[config.mk]
export PLATFORM = sky130hd
export DESIGN_NAME = instr_fetch_unit_flat
export DESIGN_NICKNAME = d
export VERILOG_FILES = /design/src/rtl/instr_fetch_unit_pkg.sv /design/src/rtl/instr_fetch_unit_if.sv /design/src/rtl/instr_fetch_unit_fifo.sv /design/src/rtl/instr_fetch_unit.sv /design/src/flat_wrapper.sv
export SDC_FILE = /design/constraint.sdc
export NUM_CORES = 1
export LEC_CHECK = 0
export CAP_MARGIN = 0
export CORE_ASPECT_RATIO = 2
export CORE_MARGIN = 4
export CORE_UTILIZATION = 30
export DETAILED_ROUTE_END_ITERATION = 10
export PLACE_DENSITY = 0.52
export SYNTH_ARGS = -nofsm -noshare
export SYNTH_HDL_FRONTEND = slang
export SYNTH_HIERARCHICAL = 1
export SYNTH_SLANG_ARGS = --single-unit
[constraint.sdc]
create_clock -name CLK -period 18.5 [get_ports CLK]
set_input_delay 4.625 -clock CLK [delete_from_list [all_inputs] [get_ports CLK]]
set_output_delay 4.625 -clock CLK [all_outputs]
set_load 0.02 [all_outputs]
[src/rtl/instr_fetch_unit_pkg.sv]
// fetch_pkg: shared widths, PC increment, FSM states and FIFO entry type for the fetch front end
package fetch_pkg;
    localparam int ADDR_W = 64;
    localparam int INSTR_W = 32;
    localparam logic [ADDR_W-1:0] PC_INCR = 64'd4;
    typedef enum logic [1:0] {IDLE, REQ, WAIT, WAIT_DISCARD} fetch_state_t;
    typedef struct packed {
        logic [ADDR_W-1:0]  pc;
        logic [INSTR_W-1:0] instr;
    } fetch_entry_t;
endpackage

[src/rtl/instr_fetch_unit_if.sv]
// instr_fetch_unit_if: instruction-memory request/response and decode handshake bundle
interface instr_fetch_unit_if;
    import fetch_pkg::*;
    logic               imem_req_valid;
    logic               imem_req_ready;
    logic [ADDR_W-1:0]  imem_req_addr;
    logic               imem_rsp_valid;
    logic [INSTR_W-1:0] imem_rsp_data;
    logic               instr_valid;
    logic               instr_ready;
    logic [INSTR_W-1:0] instr;
    logic [ADDR_W-1:0]  instr_pc;
    modport master (
        output imem_req_valid, imem_req_addr, instr_valid, instr, instr_pc,
        input  imem_req_ready, imem_rsp_valid, imem_rsp_data, instr_ready
    );
    modport slave (
        input  imem_req_valid, imem_req_addr, instr_valid, instr, instr_pc,
        output imem_req_ready, imem_rsp_valid, imem_rsp_data, instr_ready
    );
endinterface

[src/rtl/instr_fetch_unit_fifo.sv]
// fetch_fifo: DEPTH-entry {pc,instr} buffer with sync push/pop/flush; head reads as zero when empty
module fetch_fifo
    import fetch_pkg::*;
#(
    parameter int DEPTH = 4
) (
    input  logic                     CLK,
    input  logic                     resetl,
    input  logic                     push,
    input  logic                     pop,
    input  logic                     flush,
    input  fetch_entry_t             wdata,
    output fetch_entry_t             rdata,
    output logic [$clog2(DEPTH):0]   count
);
    localparam int AW = $clog2(DEPTH);
    fetch_entry_t mem [DEPTH];
    logic [AW-1:0] rd_q, rd_d, wr_q, wr_d;
    logic [AW:0]   cnt_q, cnt_d;
    assign count = cnt_q;
    assign rdata = cnt_q != '0 ? mem[rd_q] : '0;
    // pointer and occupancy update; flush wins over push/pop
    always_comb begin
        rd_d  = flush ? '0 : rd_q + AW'(pop);
        wr_d  = flush ? '0 : wr_q + AW'(push);
        cnt_d = flush ? '0 : cnt_q + (AW+1)'(push) - (AW+1)'(pop);
    end
    // pointer/occupancy registers
    always_ff @(posedge CLK or negedge resetl) begin
        if (!resetl) begin
            rd_q  <= '0;
            wr_q  <= '0;
            cnt_q <= '0;
        end else begin
            rd_q  <= rd_d;
            wr_q  <= wr_d;
            cnt_q <= cnt_d;
        end
    end
    // storage needs no reset: the head is masked while empty
    always_ff @(posedge CLK) begin
        if (push && !flush) mem[wr_q] <= wdata;
    end
endmodule

[src/rtl/instr_fetch_unit.sv]
// instr_fetch_unit: fetch PC, single-outstanding imem requests, redirect/squash; FETCH_STATS_EN adds flush/stall counters
module instr_fetch_unit
    import fetch_pkg::*;
#(
    parameter int DEPTH = 4
) (
    input  logic               CLK,
    input  logic               resetl,
    input  logic [ADDR_W-1:0]  startpc,
    input  logic               redirect,
    input  logic [ADDR_W-1:0]  redirect_pc,
    instr_fetch_unit_if.master bus,
    output logic [63:0]        fetch_stats
);
    localparam int CW = $clog2(DEPTH) + 1;
    fetch_state_t      state_q, state_d;
    logic [ADDR_W-1:0] fetch_pc_q, fetch_pc_d, req_pc_q, req_pc_d;
    logic              discard_q, discard_d;
    logic              push, pop, redir, req_fire;
    logic [CW-1:0]     count;
    fetch_entry_t      head;
    assign redir    = redirect && state_q != IDLE;
    assign bus.imem_req_valid = state_q == REQ && count != CW'(DEPTH);
    assign bus.imem_req_addr  = fetch_pc_q;
    assign req_fire = bus.imem_req_valid && bus.imem_req_ready;
    assign bus.instr_valid = count != '0;
    assign bus.instr       = head.instr;
    assign bus.instr_pc    = head.pc;
    assign pop = bus.instr_valid && bus.instr_ready && !redir;
    fetch_fifo #(.DEPTH(DEPTH)) u_fifo (
        .CLK    (CLK),
        .resetl (resetl),
        .push   (push),
        .pop    (pop),
        .flush  (redir),
        .wdata  ('{pc: req_pc_q, instr: bus.imem_rsp_data}),
        .rdata  (head),
        .count  (count)
    );
    // next state: normal fetch sequencing, then redirect overrides; an uncollected request forces a discard
    always_comb begin
        state_d    = state_q;
        fetch_pc_d = fetch_pc_q;
        req_pc_d   = req_pc_q;
        discard_d  = discard_q;
        push       = 1'b0;
        unique case (state_q)
            IDLE: begin
                fetch_pc_d = startpc;
                state_d    = REQ;
            end
            REQ: if (req_fire) begin
                req_pc_d   = fetch_pc_q;
                fetch_pc_d = fetch_pc_q + PC_INCR;
                state_d    = WAIT;
            end
            WAIT: if (bus.imem_rsp_valid) begin
                push    = 1'b1;
                state_d = REQ;
            end
            WAIT_DISCARD: if (bus.imem_rsp_valid) begin
                discard_d = 1'b0;
                state_d   = REQ;
            end
            default: state_d = IDLE;
        endcase
        if (redir) begin
            push       = 1'b0;
            fetch_pc_d = redirect_pc;
            if (state_q != WAIT_DISCARD) begin
                discard_d = (state_q == WAIT && !bus.imem_rsp_valid) || req_fire;
                state_d   = discard_d ? WAIT_DISCARD : REQ;
            end
        end
    end
    // FSM, PC and discard registers
    always_ff @(posedge CLK or negedge resetl) begin
        if (!resetl) begin
            state_q    <= IDLE;
            fetch_pc_q <= '0;
            req_pc_q   <= '0;
            discard_q  <= 1'b0;
        end else begin
            state_q    <= state_d;
            fetch_pc_q <= fetch_pc_d;
            req_pc_q   <= req_pc_d;
            discard_q  <= discard_d;
        end
    end
`ifdef FETCH_STATS_EN
    logic [31:0] flush_cnt_q, flush_cnt_d, stall_cnt_q, stall_cnt_d;
    // saturating redirect and decode-starvation counters
    always_comb begin
        flush_cnt_d = flush_cnt_q + 32'(redir && flush_cnt_q != '1);
        stall_cnt_d = stall_cnt_q + 32'(state_q != IDLE && !bus.instr_valid && stall_cnt_q != '1);
    end
    // counter registers
    always_ff @(posedge CLK or negedge resetl) begin
        if (!resetl) begin
            flush_cnt_q <= '0;
            stall_cnt_q <= '0;
        end else begin
            flush_cnt_q <= flush_cnt_d;
            stall_cnt_q <= stall_cnt_d;
        end
    end
    assign fetch_stats = {flush_cnt_q, stall_cnt_q};
`else
    assign fetch_stats = 64'd0;
`endif
endmodule

[src/flat_wrapper.sv]
// flat-port wrapper written by rule: the top's interface ports become plain ports
module instr_fetch_unit_flat import fetch_pkg::*;
#(
    parameter int DEPTH = 4
)
  (CLK, resetl, startpc, redirect, redirect_pc, fetch_stats, bus_imem_req_valid, bus_imem_req_addr, bus_instr_valid, bus_instr, bus_instr_pc, bus_imem_req_ready, bus_imem_rsp_valid, bus_imem_rsp_data, bus_instr_ready);
  instr_fetch_unit_if bus_i ();
  input  logic CLK;
  input  logic resetl;
  input  logic [ADDR_W-1:0] startpc;
  input  logic redirect;
  input  logic [ADDR_W-1:0] redirect_pc;
  output logic [63:0] fetch_stats;
  output wire logic [$bits(bus_i.imem_req_valid)-1:0] bus_imem_req_valid;
  output wire logic [$bits(bus_i.imem_req_addr)-1:0] bus_imem_req_addr;
  output wire logic [$bits(bus_i.instr_valid)-1:0] bus_instr_valid;
  output wire logic [$bits(bus_i.instr)-1:0] bus_instr;
  output wire logic [$bits(bus_i.instr_pc)-1:0] bus_instr_pc;
  input wire logic [$bits(bus_i.imem_req_ready)-1:0] bus_imem_req_ready;
  input wire logic [$bits(bus_i.imem_rsp_valid)-1:0] bus_imem_rsp_valid;
  input wire logic [$bits(bus_i.imem_rsp_data)-1:0] bus_imem_rsp_data;
  input wire logic [$bits(bus_i.instr_ready)-1:0] bus_instr_ready;
  assign bus_imem_req_valid = bus_i.imem_req_valid;
  assign bus_imem_req_addr = bus_i.imem_req_addr;
  assign bus_instr_valid = bus_i.instr_valid;
  assign bus_instr = bus_i.instr;
  assign bus_instr_pc = bus_i.instr_pc;
  assign bus_i.imem_req_ready = bus_imem_req_ready;
  assign bus_i.imem_rsp_valid = bus_imem_rsp_valid;
  assign bus_i.imem_rsp_data = bus_imem_rsp_data;
  assign bus_i.instr_ready = bus_instr_ready;
  instr_fetch_unit #(.DEPTH(DEPTH)) u_core (.CLK(CLK), .resetl(resetl), .startpc(startpc), .redirect(redirect), .redirect_pc(redirect_pc), .bus(bus_i), .fetch_stats(fetch_stats));
endmodule
==> metrics <==
RSZ-0062 raised after global routing no; Buffers on Ports 327; total core area 77100 sq um; Clock Skews 0.0293 ns; pins over their slew limit 0; RD Place Congestion 0.917; routed vias 15600; cell area power density 146 nW/um^2; clock slew seen by the registers of the worst setup and hold paths 0.06 ns; Die Span X 205 um; Max Cap Viol 0; area of the mapped netlist 23400 sq um; DRC Markers 0; top cell type's share of synthesized area 49.3%; post-synthesis sequential area ratio 63.9%; RR Startpoint u_core/state_q[1]; most common library cell in the layout ignoring fill and taps edfxtp_1; largest cells by area after synthesis edfxtp_1 (49%), dfrtp_1 (15%), mux4_2 (9.2%); ys flop type edfxtp_1; Initial Util 30.3%; Post-Place Setup Slack 10.01 ns; DRT antenna net count 0; status completed; Overflow after GRT 0; Avg Cell Area, Syn 14.7 sq um; Synth Warn # 6; hold path cells 0; final design utilization 37.9%; die area 82800 sq um; post-DR vias/cell 5.26; CTS Buf Count 48; Worst R2R Setup Slack 13.75 ns; Worst Hold Class register to register; worst-margin pin slew 1.19 ns; post_cts resized 0; Setup crit end kind output pin; largest net degree at the start of global routing 97; final instance area 29200 sq um; Detail Placement HPWL 53.2 mm; CTS root buf clkbuf_16; Async S/R FF share, synth 26.3%; leak pwr 9.86 nW; vias in the first global route 15900; I/O pin count 392; Max-slew headroom 20.4%; Final Hold Fails 0; Die H 403 um; initial antenna violation count 9; final worst setup slack 10.25 ns; DR WL/cell 26.1 um; Synth cell types 82; Mapped Cells 1596; Crit Path Max Fanout 59; nets 2081; Max Clk Rate 0.121 GHz; reg2reg path depth 5; clock sink count 521; worst vdd ir 0.0949 mV; Cell Rows 144; commonest cells after routing, fill and taps aside edfxtp_1 (384), clkdlybuf4s50_1 (326), dfrtp_1 (135); hold buffers post-CTS 0; Hold Crit Start u_core/req_pc_q[26]; R2R Path End u_core/u_fifo/mem[1][41]; placed standard-cell area 27600 sq um; Area Overhead vs Synth 24.8%; # H-tree levels 2; Hold Path Sink u_core/u_fifo/mem[3][58]; TritonCTS clock tree built; Fill cells 7456; WS Path Type register to output pin; 1st-pass router iterations 5; DR iter-0 viols 1418; Routed WL 77.7 mm; final worst path period share 44.6%; Yosys top cell by area edfxtp_1; clk buf depth 3; Worst-Skew Late Latency 0.58 ns; Post-CTS Setup Bufs 0; CP Launch Type register; worst hold slack 0.512 ns; critical path data arrival time 3.62 ns; Post-synth EDFFs 384; first-pass GRT wire length 111 mm; Req. time, crit path 13.88 ns; setup tns final 0 ns; min Tclk post-route 8.25 ns; Total GRT Usage 18.2%; layout cells sized above 1 15.3%; final setup vio count 0; #FFs+latches synth 521
[worst max-delay path by stage]
| stage | end | start | slack, ns |
|---|---|---|---|
| floorplan | u_core/u_fifo/mem[0][0] | redirect | 2.03 |
| finish | bus_instr_pc[22] | u_core/u_fifo/rd_q[1] | 10.25 |
| global placement | u_core/u_fifo/mem[2][82] | redirect | 9.95 |
| global route | bus_instr_pc[22] | u_core/u_fifo/rd_q[1] | 10.15 |
| CTS | bus_instr_pc[22] | u_core/u_fifo/rd_q[1] | 10.14 |
| detailed placement | u_core/u_fifo/mem[1][43] | redirect | 10.01 |
[final cells by class]
class	instances	area (sq um)	share of cell area, %
Tap cell	1022	1280	4.38
Sequential cell	521	15000	51.3
Antenna cell	6	15.0	0.0514
Clock buffer	61	1290	4.42
Multi-Input combinational cell	956	7730	26.5
Inverter	20	75.1	0.257
Timing Repair Buffer	362	3540	12.1
Clock inverter	26	299	1.02
[worst max-delay path, stage by stage (launching register included)]
cell,delay (ns)
dfrtp_4,0.88
buf_4,0.83
mux4_2,0.50
and2_1,0.19
clkdlybuf4s50_1,0.53
[flip-flops by register name (all words and copies together), names as in the netlist]
name                      count
u_core/u_fifo/wr_q            2
u_core/u_fifo/count           3
u_core/state_q                2
u_core/req_pc_q              64
u_core/u_fifo/mem           384
u_core/bus.imem_req_addr     64
u_core/u_fifo/rd_q            2
[Yosys cell counts, drive strengths merged (5+ instances only)]
master / number
xnor2: 15
inv: 18
nor2: 65
a22oi: 7
dfrtp: 137
buf: 97
nor3: 30
nand3: 64
o21ai: 49
nand2: 80
a221o: 5
mux2: 55
clkbuf: 65
a211oi: 26
and2: 103
nor2b: 6
o22ai: 7
and3: 18
a21oi: 48
edfxtp: 384
mux4: 96
nor4: 27
o211ai: 14
mux2i: 8
or4: 7
ha: 5
a31o: 6
or3: 10
nand4: 32
o31ai: 7
and4: 13
[per-stage QoR]
| stage | total power [mW] | std cells |
|---|---|---|
| finish | 4.27 | 2974 |
| global route | 4.47 | 2968 |
| CTS | 4.33 | 2968 |
| detailed placement | 3.30 | 2881 |
| global placement | 3.27 | 2881 |
| floorplan | 2.53 | 1659 |
[power by group]
group / total [mW] / leakage (nW) / internal, mW / switching [mW]
clock network: 1.02 / 0.776 / 0.580 / 0.437
logic: 1.47 / 3.99 / 0.653 / 0.821
registers: 1.78 / 5.10 / 1.48 / 0.298
[kinds of logic after synthesis]
kind of cell / synth area share (%)
AO/OA/AOI/OAI: 6.64
XOR/XNOR: 0.808
adder cells (fa/ha/maj): 0.353
buffers and inverters: 4.38
flip-flops: 63.9
multiplexers: 12.2
other: 0.0160
AND/OR/NAND/NOR: 11.6
[routing by layer]
layer / track usage (%) / up-vias / part of all wire, %
li1: - / 6723 / -
met4: 7.61 / 6 / 4.5
met2: 30.0 / 843 / 48
met1: 23.4 / 7880 / 40
met5: 0 / - / 0.058
met3: 3.42 / 185 / 7.5
(Power assumes the default switching activity.)
